<file path="config.mk">
export PLATFORM = sky130hd
export DESIGN_NAME = ff_bank_multimode
export DESIGN_NICKNAME = d
export VERILOG_FILES = /design/src/rtl/ff_pkg.sv /design/src/rtl/ff_cell.sv /design/src/rtl/ff_bank_multimode.sv
export SDC_FILE = /design/constraint.sdc
export NUM_CORES = 1
export LEC_CHECK = 0
export ABC_AREA = 1
export CAP_MARGIN = 20
export CELL_PAD_IN_SITES_DETAIL_PLACEMENT = 2
export CELL_PAD_IN_SITES_GLOBAL_PLACEMENT = 2
export CORE_MARGIN = 4
export CORE_UTILIZATION = 22
export CTS_BUF_LIST = sky130_fd_sc_hd__clkbuf_8
export DETAILED_ROUTE_END_ITERATION = 12
export PLACE_DENSITY_LB_ADDON = 0.12
export SLEW_MARGIN = 15
export SYNTH_ARGS = -nofsm -noshare
export SYNTH_HDL_FRONTEND = slang
export SYNTH_SLANG_ARGS = --single-unit
</file>
<file path="constraint.sdc">
create_clock -name clk -period 1.3 [get_ports clk]
set_clock_uncertainty 0.1 [all_clocks]
set_input_delay 0.26 -clock clk [delete_from_list [all_inputs] [get_ports clk]]
set_output_delay 0.26 -clock clk [all_outputs]
set_load 0.01 [all_outputs]
</file>
<file path="src/rtl/ff_pkg.sv">
// Shared mode encodings for the multimode flip-flop bank.
// Latency: n/a (constants only).
// Backpressure: n/a.
package ff_pkg;

  localparam logic [1:0] FF_MODE_D  = 2'b00;
  localparam logic [1:0] FF_MODE_T  = 2'b01;
  localparam logic [1:0] FF_MODE_JK = 2'b10;
  localparam logic [1:0] FF_MODE_SR = 2'b11;

endpackage

</file>
<file path="src/rtl/ff_cell.sv">
// One storage bit with D/T/JK/SR next-state logic and synchronous reset.
// Latency: 1 clk edge from inputs to q.
// Backpressure: none; en=0 holds q and suppresses illegal/change.
module ff_cell
  import ff_pkg::*;
(
  input  logic       clk,
  input  logic       rst,
  input  logic       en,
  input  logic [1:0] mode,
  input  logic       a,
  input  logic       b,
  input  logic       rst_val,
  output logic       q,
  output logic       illegal,
  output logic       change
);

  logic q_nxt;

  // Next-state decode for the selected mode; S=R=1 holds and raises illegal.
  always_comb begin
    q_nxt   = q;
    illegal = 1'b0;
    case (mode)
      FF_MODE_D: q_nxt = a;
      FF_MODE_T: q_nxt = a ? ~q : q;
      FF_MODE_JK: begin
        case ({a, b})
          2'b01:   q_nxt = 1'b0;
          2'b10:   q_nxt = 1'b1;
          2'b11:   q_nxt = ~q;
          default: q_nxt = q;
        endcase
      end
      default: begin
        case ({a, b})
          2'b01:   q_nxt = 1'b0;
          2'b10:   q_nxt = 1'b1;
          2'b11:   illegal = 1'b1;
          default: q_nxt = q;
        endcase
      end
    endcase
    if (!en) begin
      q_nxt   = q;
      illegal = 1'b0;
    end
  end

  // Change indication feeds the bank-level chg register.
  assign change = q_nxt ^ q;

  // State register; reset wins over everything else on the edge.
  always_ff @(posedge clk) begin
    if (rst) q <= rst_val;
    else     q <= q_nxt;
  end

endmodule

</file>
<file path="src/rtl/ff_bank_multimode.sv">
// WIDTH-bit flip-flop bank with run-time D/T/JK/SR mode, change and illegal-SR flags.
// Latency: 1 clk edge from inputs to out, chg and sr_err.
// Backpressure: none; en=0 holds out and clears chg/sr_err.
module ff_bank_multimode
  import ff_pkg::*;
#(
  parameter int               WIDTH     = 4,
  parameter logic [WIDTH-1:0] RESET_VAL = {WIDTH{1'b0}}
) (
  input  logic             clk,
  input  logic             rst,
  input  logic             en,
  input  logic [1:0]       mode,
  input  logic [WIDTH-1:0] a,
  input  logic [WIDTH-1:0] b,
  output logic [WIDTH-1:0] out,
  output logic [WIDTH-1:0] out_n,
  output logic             chg,
  output logic             sr_err
);

  logic [WIDTH-1:0] illegal;
  logic [WIDTH-1:0] change;

  for (genvar i = 0; i < WIDTH; i++) begin : g_cell
    ff_cell u_cell (
      .clk     (clk),
      .rst     (rst),
      .en      (en),
      .mode    (mode),
      .a       (a[i]),
      .b       (b[i]),
      .rst_val (RESET_VAL[i]),
      .q       (out[i]),
      .illegal (illegal[i]),
      .change  (change[i])
    );
  end

  assign out_n = ~out;

  // Bank-wide flags: any bit changed / any bit saw S=R=1 on this edge.
  always_ff @(posedge clk) begin
    if (rst) begin
      chg    <= 1'b0;
      sr_err <= 1'b0;
    end else begin
      chg    <= |change;
      sr_err <= |illegal;
    end
  end

endmodule

</file>
==> reports/metrics.csv <==
metric,value,unit
r2r_end,chg$_SDFF_PP0_,
pwr-share-comb,0.474,
dr.first_iter.drc_count,18,
synth_cell_types,21,
post_dp_cell_area,1185,µm²
p_leak,0.7124,nW
fmax,744.6,MHz
drt.antenna.violating_nets,0,
path_common_cell,nand2_2,
synth_area_leaders,"dfxtp_1 (16%), nand2_1 (14%), ha_1 (14%)",
clk_pin_slew,0.04,ns
crit_start,en,
min_period,1.343,ns
clock-sinks,6,
power,0.0009474,W
ys_ff_latch,6,
setup_violations,2,
grt_max_degree,9,
hold_start,g_cell[3].u_cell.q$_SDFF_PP0_,
end_kind,register,
multi_input_area,620.6,µm²
grt_setup_unrepaired,true,
syn_to_final_growth,89.64,%
htreeDepth,1,
path_max_fanout,4,
netSwitchingPower,0.0003340,W
die-area,4340,µm²
die_height,65.88,µm
first_pass_iters,3,
regArea,130.1,µm²
die_x,65.88,µm
vias,940,
cts-root-buf,clkbuf_8,
diodes,0,
slowest_delay,0.26,ns
fin_setup_tns,-0.07160,ns
r2r_cells,10,
syn-num-nets,140,
status,finished with violations,
startpoint_type,input port,
switching_share,0.3525,
min_path_type,reg -> reg,
ys_seq_area_frac,0.1630,
async_reset_ff_frac,0,
relSlewSlack,0.8050,
worst_pin_slew,0.2898,ns
clk_latency,0.22,ns
required,1.31,ns
initial_core_util,0.2356,
numCtsBuffers,3,
hold_depth,2,
core,3128,µm²
worst_slack,-0.04305,ns
overflow,0,
synth_enable_flop_cells,0,
postLayoutCoreUtil,0.4468,
synthDominantCellAreaShare,0.1630,
port_buffers,22,
synth-warning-count,0,
cts_buffer_depth,2,
synthFlopType,dfxtp_1,
reg2reg_setup_slack,-0.02,ns
track_usage,0.1541,
gp_congestion,0.7112,
slew_violations,0,
avgSynthCellArea,6.193,µm²
vias_per_cell,4.476,
p_clk_frac,0.298,
grt_pass1_wl,5009,µm
routed_wirelength,3241,µm
ioPinCount,23,
crit_chain,"clkdlybuf4s15_1, buf_4, nand3_1, nand2_2, nand2_2, nand2_2, buf_4, o21ai_2, inv_1",
whs_endpoint,g_cell[3].u_cell.q$_SDFF_PP0_,
p_int,0.0006134,W
slowest_stage,clkdlybuf4s15_1,
failed_checks,negative setup slack,
hpwl,2404,µm
drc_errors,0,
yosysTopAreaCell,dfxtp_1,
seqPwrFrac,0.228,
powerDensity,677.9,nW/µm²
vdd_drop_max,0.4398,mV
fp-row-count,20,
syn_area,737.0,µm²
grt_antenna_before_repair,0,
routedWlPerCell,15.43,µm
synth_cells,119,
place_ws,-0.8510,ns
cap_violations,0,
final_cell_area,1398,µm²
nNetsFinal,189,
arrival,1.36,ns
post-route-period-util,1.033,
layout-drive-gt1-share,0.5602,
grt_pass1_vias,1092,
cts_tree,done,
worstSetupPathType,in -> reg,
postCtsHoldBufs,0,
fillCellCount,377,
hold_viol_final,0,
rr_startpoint,g_cell[3].u_cell.q$_SDFF_PP0_,
-- cell type report --
cell class / instances / area share
Multi-Input combinational cell: 83 / 0.4440
Timing Repair Buffer: 51 / 0.3160
Sequential cell: 6 / 0.09311
Inverter: 23 / 0.07789
Tap cell: 44 / 0.03939
Clock buffer: 3 / 0.02954
-- kinds of logic after synthesis --
kind of cell	after synthesis	share of synthesized area
adder cells (fa/ha/maj)	8	0.1358
AO/OA/AOI/OAI	12	0.09167
AND/OR/NAND/NOR	63	0.4041
buffers and inverters	30	0.2054
flip-flops	6	0.1630
-- routing by layer --
metal  global-route usage  share of wire  vias to the layer above
met5                    0              0                        -
li1                     -              -                      467
met1               0.1543           0.37                      448
met4              0.05440          0.019                        0
met3              0.02721          0.028                        6
met2               0.3091           0.58                       19
-- synth_stat cells (2+ instances only) --
| cell type | n |
|---|---|
| buf_6 | 2 |
| nand2_1 | 27 |
| a21oi_2 | 2 |
| nor2_1 | 9 |
| nand4_1 | 3 |
| ha_1 | 8 |
| o21ai_1 | 3 |
| buf_4 | 5 |
| inv_2 | 2 |
| nor2_2 | 2 |
| inv_1 | 19 |
| nor4_1 | 2 |
| inv_4 | 2 |
| dfxtp_1 | 6 |
| nand3_1 | 14 |
| nand3b_1 | 2 |
| o21ai_0 | 7 |
-- flip-flops by register name (all words and copies together), names as in the netlist --
| name | flops |
|---|---|
| chg | 1 |
| g_cell.u_cell.q | 4 |
| sr_err | 1 |
-- cell usage in the layout (no fill, tap or decap), types with 5 or more instances in the layout --
cell / count
nand3_1: 9
ha_1: 7
buf_4: 22
nand2_2: 17
nor2_1: 6
buf_6: 7
nand3_2: 5
nand2_1: 10
inv_1: 14
inv_2: 5
dlygate4sd2_1: 8
clkbuf_2: 7
o21ai_1: 6
nor2_4: 5
-- repair_timing --
item | in CTS | in global routing
pin swaps | 13 | 23
hold endpoints to repair | 0 | 0
resized for setup | 51 | 66
setup endpoints to repair | 16 | 10
buffers inserted | 0 | 2
cloned | 1 | 0
-- critical path: cells and delay by family --
| kind | cells | cell delay (ns) |
|---|---|---|
| AO/OA/AOI/OAI | 1 | 0.14 |
| AND/OR/NAND/NOR | 4 | 0.31 |
| buffers and inverters | 4 | 0.66 |
-- power by group through the flow --
stage | sequential, W | combinational [W] | clock (W)
floorplan | 0.000216 | 0.000174 | 0
global placement | 0.000216 | 0.000351 | 0
detailed placement | 0.000218 | 0.000370 | 0
CTS | 0.000215 | 0.000372 | 0.000291
global route | 0.000219 | 0.000493 | 0.000311
finish | 0.000216 | 0.000449 | 0.000283
-- stage by stage --
| step | hold WS (ns) | cells |
|---|---|---|
| 4_1_cts | 0.4745 | 208 |
| 2_1_floorplan | 0.2224 | 119 |
| 3_3_place_gp | 0.5360 | 204 |
| 5_1_grt | 0.5340 | 210 |
| 6_report | 0.4837 | 210 |
| 3_5_place_dp | 0.5788 | 204 |
-- worst max path at each step --
stage / cells past startpoint / endpoint
after floorplan: 10 / chg$_SDFF_PP0_
after global placement: 11 / chg$_SDFF_PP0_
after detailed placement: 11 / chg$_SDFF_PP0_
after CTS: 12 / chg$_SDFF_PP0_
after global routing: 9 / g_cell[2].u_cell.q$_SDFF_PP0_
final: 9 / g_cell[2].u_cell.q$_SDFF_PP0_
(Power assumes the default switching activity.)
